File: src/rtl/dda_step_gen_multi.sv
// rtl/dda_step_gen_multi.sv - multi-channel DDA step generator with double-buffered period commands
// Optional: define STEP_POS_CNT_EN to add per-channel signed position counters on pos.
module dda_step_gen_multi #(
    parameter int NCH      = 4,
    parameter int CNT_W    = 10,
    parameter int CLK_DIV  = 200,
    parameter int SLOTS    = 500,
    parameter int ACC_W    = 11,
    parameter int ACC_INIT = SLOTS - 2,
    parameter int POS_W    = 16
) (
    input  logic                                     clk,
    input  logic                                     rst_n,
    input  logic                                     wr,
    input  logic [((NCH > 1) ? $clog2(NCH) : 1)-1:0] wr_ch,
    input  logic [CNT_W-1:0]                         wr_cnt,
    input  logic                                     wr_dir,
    input  logic                                     ovr_clr,
    output logic [NCH-1:0]                           step,
    output logic [NCH-1:0]                           dir,
    output logic [NCH-1:0]                           busy,
    output logic [NCH-1:0]                           ovr
`ifdef STEP_POS_CNT_EN
    ,
    output logic [NCH*POS_W-1:0]                     pos
`endif
);

    localparam int CH_W  = (NCH > 1) ? $clog2(NCH) : 1;
    localparam int PRE_W = (CLK_DIV > 1) ? $clog2(CLK_DIV) : 1;
    localparam int H_W   = $clog2(2 * SLOTS);
    localparam logic [CNT_W-1:0] CNT_MAX = CNT_W'(SLOTS);

    typedef enum logic {S_IDLE, S_RUN} state_t;

    logic [PRE_W-1:0] r_presc;
    logic             w_tick;
    logic [CNT_W-1:0] w_cnt_in;

    assign w_tick   = (r_presc == PRE_W'(CLK_DIV - 1));
    assign w_cnt_in = (wr_cnt > CNT_MAX) ? CNT_MAX : wr_cnt;

    always_ff @(posedge clk) begin
        if (!rst_n) begin
            r_presc <= '0;
        end else if (w_tick) begin
            r_presc <= '0;
        end else begin
            r_presc <= r_presc + 1'b1;
        end
    end

    for (genvar g = 0; g < NCH; g++) begin : g_ch
        state_t           r_state;
        logic [CNT_W-1:0] r_cnt;
        logic [CNT_W-1:0] r_sh_cnt;
        logic             r_dir;
        logic             r_sh_dir;
        logic             r_sh_valid;
        logic             r_step;
        logic             r_busy;
        logic             r_ovr;
        logic [ACC_W-1:0] r_acc;
        logic [H_W-1:0]   r_h;
        logic             w_wr_here;
        logic             w_end;
        logic [ACC_W-1:0] w_sum;
`ifdef STEP_POS_CNT_EN
        logic [POS_W-1:0] r_pos;
        assign pos[g*POS_W +: POS_W] = r_pos;
`endif

        assign w_wr_here = wr && (wr_ch == CH_W'(g));
        assign w_end     = w_tick && (r_h == H_W'(2 * SLOTS - 1));
        assign w_sum     = r_acc + ACC_W'(r_cnt);

        always_ff @(posedge clk) begin
            if (!rst_n) begin
                r_state    <= S_IDLE;
                r_cnt      <= '0;
                r_sh_cnt   <= '0;
                r_dir      <= 1'b0;
                r_sh_dir   <= 1'b0;
                r_sh_valid <= 1'b0;
                r_step     <= 1'b0;
                r_busy     <= 1'b0;
                r_ovr      <= 1'b0;
                r_acc      <= '0;
                r_h        <= '0;
`ifdef STEP_POS_CNT_EN
                r_pos      <= '0;
`endif
            end else begin
                if (ovr_clr) begin
                    r_ovr <= 1'b0;
                end
                case (r_state)
                    S_IDLE: begin
                        // A fresh load ignores a coincident tick; h=0 waits for the next one.
                        if (w_wr_here) begin
                            r_cnt   <= w_cnt_in;
                            r_dir   <= wr_dir;
                            r_acc   <= ACC_W'(ACC_INIT);
                            r_h     <= '0;
                            r_step  <= 1'b0;
                            r_busy  <= 1'b1;
                            r_state <= S_RUN;
                        end
                    end
                    S_RUN: begin
                        if (w_wr_here && r_sh_valid) begin
                            r_ovr <= 1'b1;
                        end
                        if (w_end) begin
                            r_step <= 1'b0;
                            r_acc  <= ACC_W'(ACC_INIT);
                            r_h    <= '0;
                            // A write landing on the period-end edge bypasses the shadow.
                            if (w_wr_here) begin
                                r_cnt      <= w_cnt_in;
                                r_dir      <= wr_dir;
                                r_sh_valid <= 1'b0;
                            end else if (r_sh_valid) begin
                                r_cnt      <= r_sh_cnt;
                                r_dir      <= r_sh_dir;
                                r_sh_valid <= 1'b0;
                            end else begin
                                r_busy  <= 1'b0;
                                r_state <= S_IDLE;
                            end
                        end else begin
                            if (w_wr_here) begin
                                r_sh_cnt   <= w_cnt_in;
                                r_sh_dir   <= wr_dir;
                                r_sh_valid <= 1'b1;
                            end
                            if (w_tick) begin
                                r_h <= r_h + 1'b1;
                                if (!r_h[0]) begin
                                    if (w_sum >= ACC_W'(SLOTS)) begin
                                        r_acc  <= w_sum - ACC_W'(SLOTS);
                                        r_step <= 1'b1;
`ifdef STEP_POS_CNT_EN
                                        r_pos  <= r_dir ? (r_pos + 1'b1) : (r_pos - 1'b1);
`endif
                                    end else begin
                                        r_acc  <= w_sum;
                                        r_step <= 1'b0;
                                    end
                                end else begin
                                    r_step <= 1'b0;
                                end
                            end
                        end
                    end
                    default: begin
                        r_state <= S_IDLE;
                        r_busy  <= 1'b0;
                        r_step  <= 1'b0;
                    end
                endcase
            end
        end

        assign step[g] = r_step;
        assign dir[g]  = r_dir;
        assign busy[g] = r_busy;
        assign ovr[g]  = r_ovr;
    end

endmodule
File: config.mk
export PLATFORM = sky130hd
export DESIGN_NAME = dda_step_gen_multi
export DESIGN_NICKNAME = d
export VERILOG_FILES = /design/src/rtl/dda_step_gen_multi.sv
export SDC_FILE = /design/constraint.sdc
export NUM_CORES = 1
export LEC_CHECK = 0
export CORE_MARGIN = 5
export CORE_UTILIZATION = 45
export DETAILED_ROUTE_END_ITERATION = 10
export GPL_ROUTABILITY_DRIVEN = 0
export PLACE_DENSITY_LB_ADDON = 0.12
export SLEW_MARGIN = 10
export SYNTH_ARGS = -nofsm -noshare
export SYNTH_HDL_FRONTEND = slang
export SYNTH_SLANG_ARGS = --single-unit
File: constraint.sdc
create_clock -name clk -period 4.81 [get_ports clk]
set_input_delay 0.962 -clock clk [delete_from_list [all_inputs] [get_ports clk]]
set_output_delay 0.962 -clock clk [all_outputs]
set_load 0.005 [all_outputs]
[After elaboration in Yosys (flattened, before gate mapping)]
Cells that the tools add are included.
Word-level totals
  register bits after elaboration: 200
  input port bits: 17
  output and inout bits: 16
Operators by class
  $add $sub $neg: 13
  $lt $le $gt $ge: 5
  equality and inequality tests: 36
  multiplexer cells: 161
  bitwise gates (word level): 9
  reduce and logical (&&, ||, !) cells: 42
Operators with widths (number)
  2-to-1 mux 10 bit: 29
  2-to-1 mux 11 bit: 20
  one-hot mux 10 bit (2 select lines): 8
  one-hot mux 11 bit (2 select lines): 4
  2-to-1 mux 1 bit: 84
  adder 11 x 10 -> 11 bit: 4
  greater-or-equal comparator 11 x 9 -> 1 bit, second input constant: 4
  subtractor 11 x 9 -> 11 bit, second input constant: 4
  adder 10 x 1 -> 10 bit, second input constant: 4
  == test 10 bit, second input constant: 4
  AND reduction 3 bit: 12
  one-hot mux 1 bit (2 select lines): 16
  inequality test 2 bit, second input constant: 12
  inequality test 3 x 2 -> 1 bit, second input constant: 8
  AND reduction 2 bit: 8
  AND reduction 4 bit: 4
  logical AND 1 bit: 12
  inequality test 3 x 1 -> 1 bit, second input constant: 4
  greater-than comparator 10 x 9 -> 1 bit, second input constant: 1
  inverter 1 bit: 9
  adder 8 x 1 -> 8 bit, second input constant: 1
  == test 8 bit, second input constant: 1
  inequality test 2 x 1 -> 1 bit, second input constant: 4
  nonzero test 2 bit: 4
  other kinds (4): 5

[Logic depth before layout (Yosys ltp)]
  word-level depth: 7
  gate-level depth with buffers: 13
  depth with buffers taken out: 13

[Worst setup path before layout]
Ideal clock, no wire load.
  path type: register to register
  start point: register g_ch[3].r_cnt[0]
  end point: register g_ch[3].r_acc[3]
  setup time: 0.069 ns
  arrival time: 2.740 ns
  required time: 4.741 ns
  path slack: 2.001 ns
  stages on the path, launching flop included: 12
  clock period less this slack: 2.809 ns
  cell sequence: dfxtp_1 ha_1 inv_1 fa_1 nand2b_1 a21o_1 a211o_1 and4b_1 a32o_1 a21boi_2 mux2_2 o21ai_1
Between the ends
  word-level cells in the longest chain between the ends: 7
  elaborated cells between the ends (all ways): 8
RTL lines
  start: declaration: line 55  | logic [CNT_W-1:0] r_cnt;
  start signal: assignment: line 101  | r_cnt <= w_cnt_in;
  start signal: assignment: line 120  | r_cnt <= w_cnt_in;
  start signal: assignment: line 124  | r_cnt <= r_sh_cnt;
  adder 11 x 10 -> 11 bit *: line 75  | assign w_sum = r_acc + ACC_W'(r_cnt);
  subtractor 11 x 9 -> 11 bit / greater-or-equal comparator 11 x 9 -> 1 bit (equally long branches): line 141, 140
  2-to-1 mux 11 bit *: line 140  | if (w_sum >= ACC_W'(SLOTS)) begin
  2-to-1 mux 11 bit *: line 139  | if (!r_h[0]) begin
  2-to-1 mux 11 bit *: line 137  | if (w_tick) begin
  2-to-1 mux 11 bit *: line 114  | if (w_end) begin
  one-hot mux 11 bit (2 select lines) *: line 97  | case (r_state)
  end signal: assignment: line 103  | r_acc <= ACC_W'(ACC_INIT);
  end signal: assignment: line 116  | r_acc <= ACC_W'(ACC_INIT);
  end signal: assignment: line 141  | r_acc <= w_sum - ACC_W'(SLOTS);
  end: declaration: line 63  | logic [ACC_W-1:0] r_acc;
Every way passes the cells marked *; elsewhere a longest branch is shown, timed or not. The select of a mux whose other input is x is not followed.
A chain may end at the register's enable or synchronous reset.

[Worst setup path in the final report]
  start point: register g_ch[2].r_cnt[0]
  end point: register g_ch[2].r_acc[7]
Between the ends
  word-level cells in the longest chain between the ends: 7
  elaborated cells between the ends (all ways): 8
RTL lines (line)
  start: declaration: 55
  start signal: assignment: 101
  start signal: assignment: 120
  start signal: assignment: 124
  adder 11 x 10 -> 11 bit *: 75
  subtractor 11 x 9 -> 11 bit / greater-or-equal comparator 11 x 9 -> 1 bit (equally long branches): 141, 140
  2-to-1 mux 11 bit *: 140
  2-to-1 mux 11 bit *: 139
  2-to-1 mux 11 bit *: 137
  2-to-1 mux 11 bit *: 114
  one-hot mux 11 bit (2 select lines) *: 97
  end signal: assignment: 103
  end signal: assignment: 116
  end signal: assignment: 141
  end: declaration: 63
Marks and branches as above.

==> metrics.md <==
| Metric | Value |
|---|---|
| Status | finished, final reports clean |
| RSZ-0062 raised after global routing | false |
| Hold path depth | 1 |
| Core area | 0.0250 mm^2 |
| Top FF cell, synth | dfxtp_1 |
| Gr usage total | a little under a fifth |
| Post-DP Area | between 0.01 and 0.015 mm^2 |
| First-pass GRT wire length | ~45 mm |
| Hold_sp | r_presc[0] |
| Hold slack | 0.439 ns |
| Min cycle time layout | around 3.2 ns |
| Leakage | 4.41 nW |
| Via count | around 9,600 |
| Ratio of cells with drive above 1 in the final layout | under 10% |
| Reg-to-reg startpoint | g_ch[2].r_cnt[0] |
| Critical path cell sequence | ha_1 > inv_1 > fa_1 > nand2b_1 > a21boi_2 > nor2_1 > o31ai_1 > o2111ai_4 > o211ai_4 > nand4b_1 > xor2_1 > a21oi_1 |
| Pin count of the biggest net entering global routing | slightly above 70 |
| WHS Endpoint | r_presc[0] |
| Clk sinks | 200 |
| Pre-antenna DRT Iters | 5 |
| Setup Total Neg Slack | 0 ns |
| Final hold vios | 0 |
| Clock-pin slew on the worst setup and hold paths | around 0.07 ns |
| Hpwl dp | between 15 and 20 mm |
| Post-synthesis sequential area ratio | a little over a third |
| Worst VDD drop | 228 uV |
| Pwr/cell area | roughly 290 mW/mm^2 |
| Die width | about 170 um |
| Buffers on Ports | 32 |
| WP buf/inv | 1 |
| Skew-Pair Late Insertion Delay | ~0.43 ns |
| Initial Util | a little under half |
| Post-CTS setup buffer count | 0 |
| Initial antenna violation count | 0 |
| Area Overhead vs Synth | 9.40% |
| TritonCTS clock tree | done |
| Worst Reg-to-Reg Cells | 12 |
| Cts hold-fix bufs | 0 |
| CTS HTree Levels | 4 |
| FF-to-FF setup slack | 1.59 ns |
| Crit path arrival time | around 3.6 ns |
| Final wirelength | between 20 and 30 mm |
| Final #Nets | around 1,500 |
| Placed cells | around 1,700 |
| Worst Tran Pin Value | roughly 0.95 ns |
| Setup WS pre-CTS | approximately 1.5 ns |
| Post-route antenna net violation count | 0 |
| Vias in the first global route | ~8,900 |
| Worst R2R End | g_ch[2].r_acc[7] |
| Fin cells | 1,745 |
| CP Max Fanout | 9 |
| FF+latch count, synth | 200 |
| Core Util, Final | 49.4% |
| Per-cell routed wire length | ~15 um |
| Remaining DRCs | 0 |
| Slowest cell delay on critical path | 0.45 ns |
| CTS buffer count | 17 |
| Die area | 0.0283 mm^2 |
| Top Ports | 33 |
| Slew Limit Fails | 0 |
| Post-Syn Nets | ~1,500 |
| Yosys warns | 0 |
| Final Cycle Share | between 60 and 70% |
| Vias per std cell | 5.49 |
| Die Y | roughly 170 um |
| Most frequent cells in the layout | nor2_1 (212), dfxtp_1 (200), nand2_1 (160), a21oi_1 (136), o21ai_0 (57) |
| Drt first-iter violations | about 560 |
| Slew headroom | 36.7% |
| CTS-repair resized insts | 0 |
| Maxcap violations | 0 |
| Commonest non-fill, non-tap cell in the layout | nor2_1 |
| Post-route cell area | between 0.01 and 0.015 mm^2 |
| WP data required | 5.17 ns |
| Remaining Overflow, GRT | 0 |
| Rows | 58 |
| Post-synth cell types | between 90 and 100 |
| Final setup viols | 0 |
| Delay-heaviest family, CP | compound AO/OA/AOI/OAI gates |
| # diodes | 0 |
| Max stage delay cell, worst path | o31ai_1 |
| Synthesized netlist cell count | roughly 1,400 |
| Overall power | ~3.6 mW |
| Synth async-reset ratio | 0% |
| Root buffer cell | clkbuf_16 |
| Avg Cell Area, Syn | 7.95 um^2 |
| F_max | 310 MHz |
| Final WS setup | between 1.5 and 2 ns |
| CP Capture Type | flop |
| Post-synth EDFFs | 0 |
| Clk buf depth | 2 |
| Critical path depth in cells | 12 |
| Clock skew | about 0.011 ns |
| Synth Cell Area | 0.0113 mm^2 |
| WS Path Type | flop to flop |
| Hold Crit Class | flop to flop |
| Startpoint class of the critical path | flop |
==> per-layer routing <==
metal	wire length, um	vias to the layer above	global-route usage (%)
met4	456	0	5.19
met5	0	-	0
met3	706	35	2.93
met1	13500	4416	26.7
met2	12200	122	30.9
li1	-	5000	-
==> worst max path at each step <==
stage / from / end
2_1_floorplan: g_ch[3].r_cnt[0] / g_ch[3].r_acc[3]
3_3_place_gp: wr_ch[0] / g_ch[3].r_cnt[7]
3_5_place_dp: wr_ch[0] / g_ch[3].r_cnt[8]
4_1_cts: r_presc[0] / g_ch[1].r_cnt[2]
5_1_grt: r_presc[0] / g_ch[1].r_dir
6_report: g_ch[2].r_cnt[0] / g_ch[2].r_acc[7]
==> synthesized netlist by cell type (4+ instances only) <==
cell type    n  share of area (%)
a211o_1      4               0.31
nor2b_1     12               0.67
nand2_1    160                5.3
o21ai_0     57                2.5
nand4b_1     4               0.31
nor3b_1      9               0.60
a211oi_1    45                3.0
o31ai_1      8               0.53
a21o_1      13               0.87
inv_1       40                1.3
a22oi_1      8               0.53
xnor2_1     47                3.6
and2_1      10               0.55
dfxtp_1    200                 35
o211ai_1    23                1.5
and3_1      12               0.67
nand3b_1    13               0.87
a211oi_2     6               0.67
xor2_1      37                2.9
or2_2        5               0.28
buf_1        4               0.13
a2111oi_0    4               0.31
a31oi_1     13               0.72
clkbuf_1    42                1.4
or3_1        9               0.50
fa_1         4               0.71
nor4_1       5               0.28
a311oi_1     7               0.54
buf_4       17                1.1
nor2_1     212                7.1
o21a_1       4               0.27
buf_2       12               0.53
o21ai_1     13               0.58
nand4_1     17               0.94
ha_1        53                5.9
nand2b_1    11               0.61
nand3_1     39                1.7
nor3_1      25                1.1
a21oi_1    136                6.0
==> sequential cells by signal, summed over array words and instances (netlist names) <==
register and count:
g_ch.r_dir 4, g_ch.r_busy 4, g_ch.r_state 4, g_ch.r_h 40
g_ch.r_step 4, g_ch.r_acc 44, g_ch.r_sh_cnt 40, g_ch.r_ovr 4
g_ch.r_cnt 40, g_ch.r_sh_dir 4, r_presc 8, g_ch.r_sh_valid 4
==> power breakdown <==
| part | leakage, nW | internal, mW | total (mW) | switching, mW |
|---|---|---|---|---|
| logic | 2.50 | 0.119 | 0.327 | 0.208 |
| clock network | 0.292 | 0.884 | 1.53 | 0.641 |
| registers | 1.62 | 1.69 | 1.72 | 0.0282 |
| total | 4.41 | 2.69 | 3.57 | 0.878 |
==> kinds of logic (layout without fill, tap and decap cells) <==
family / Yosys count / after routing / synth area share (%)
compound gates: 382 / 382 / 22.2
simple gates: 573 / 573 / 23.9
xor+xnor: 84 / 84 / 6.52
mux: 7 / 7 / 0.699
flops: 200 / 200 / 35.5
fa+ha+maj: 57 / 57 / 6.59
buf+inv: 116 / 112 / 4.57
==> area by class of cell <==
type | count | area (um^2)
Tap cell | 330 | 413
Fill cell | 2485 | 12600
Clock buffer | 20 | 447
Multi-Input combinational cell | 1103 | 6770
Sequential cell | 200 | 4000
Timing Repair Buffer | 41 | 383
Inverter | 40 | 153
Clock inverter | 11 | 174
Note: power is estimated with default switching activity, not from simulation.
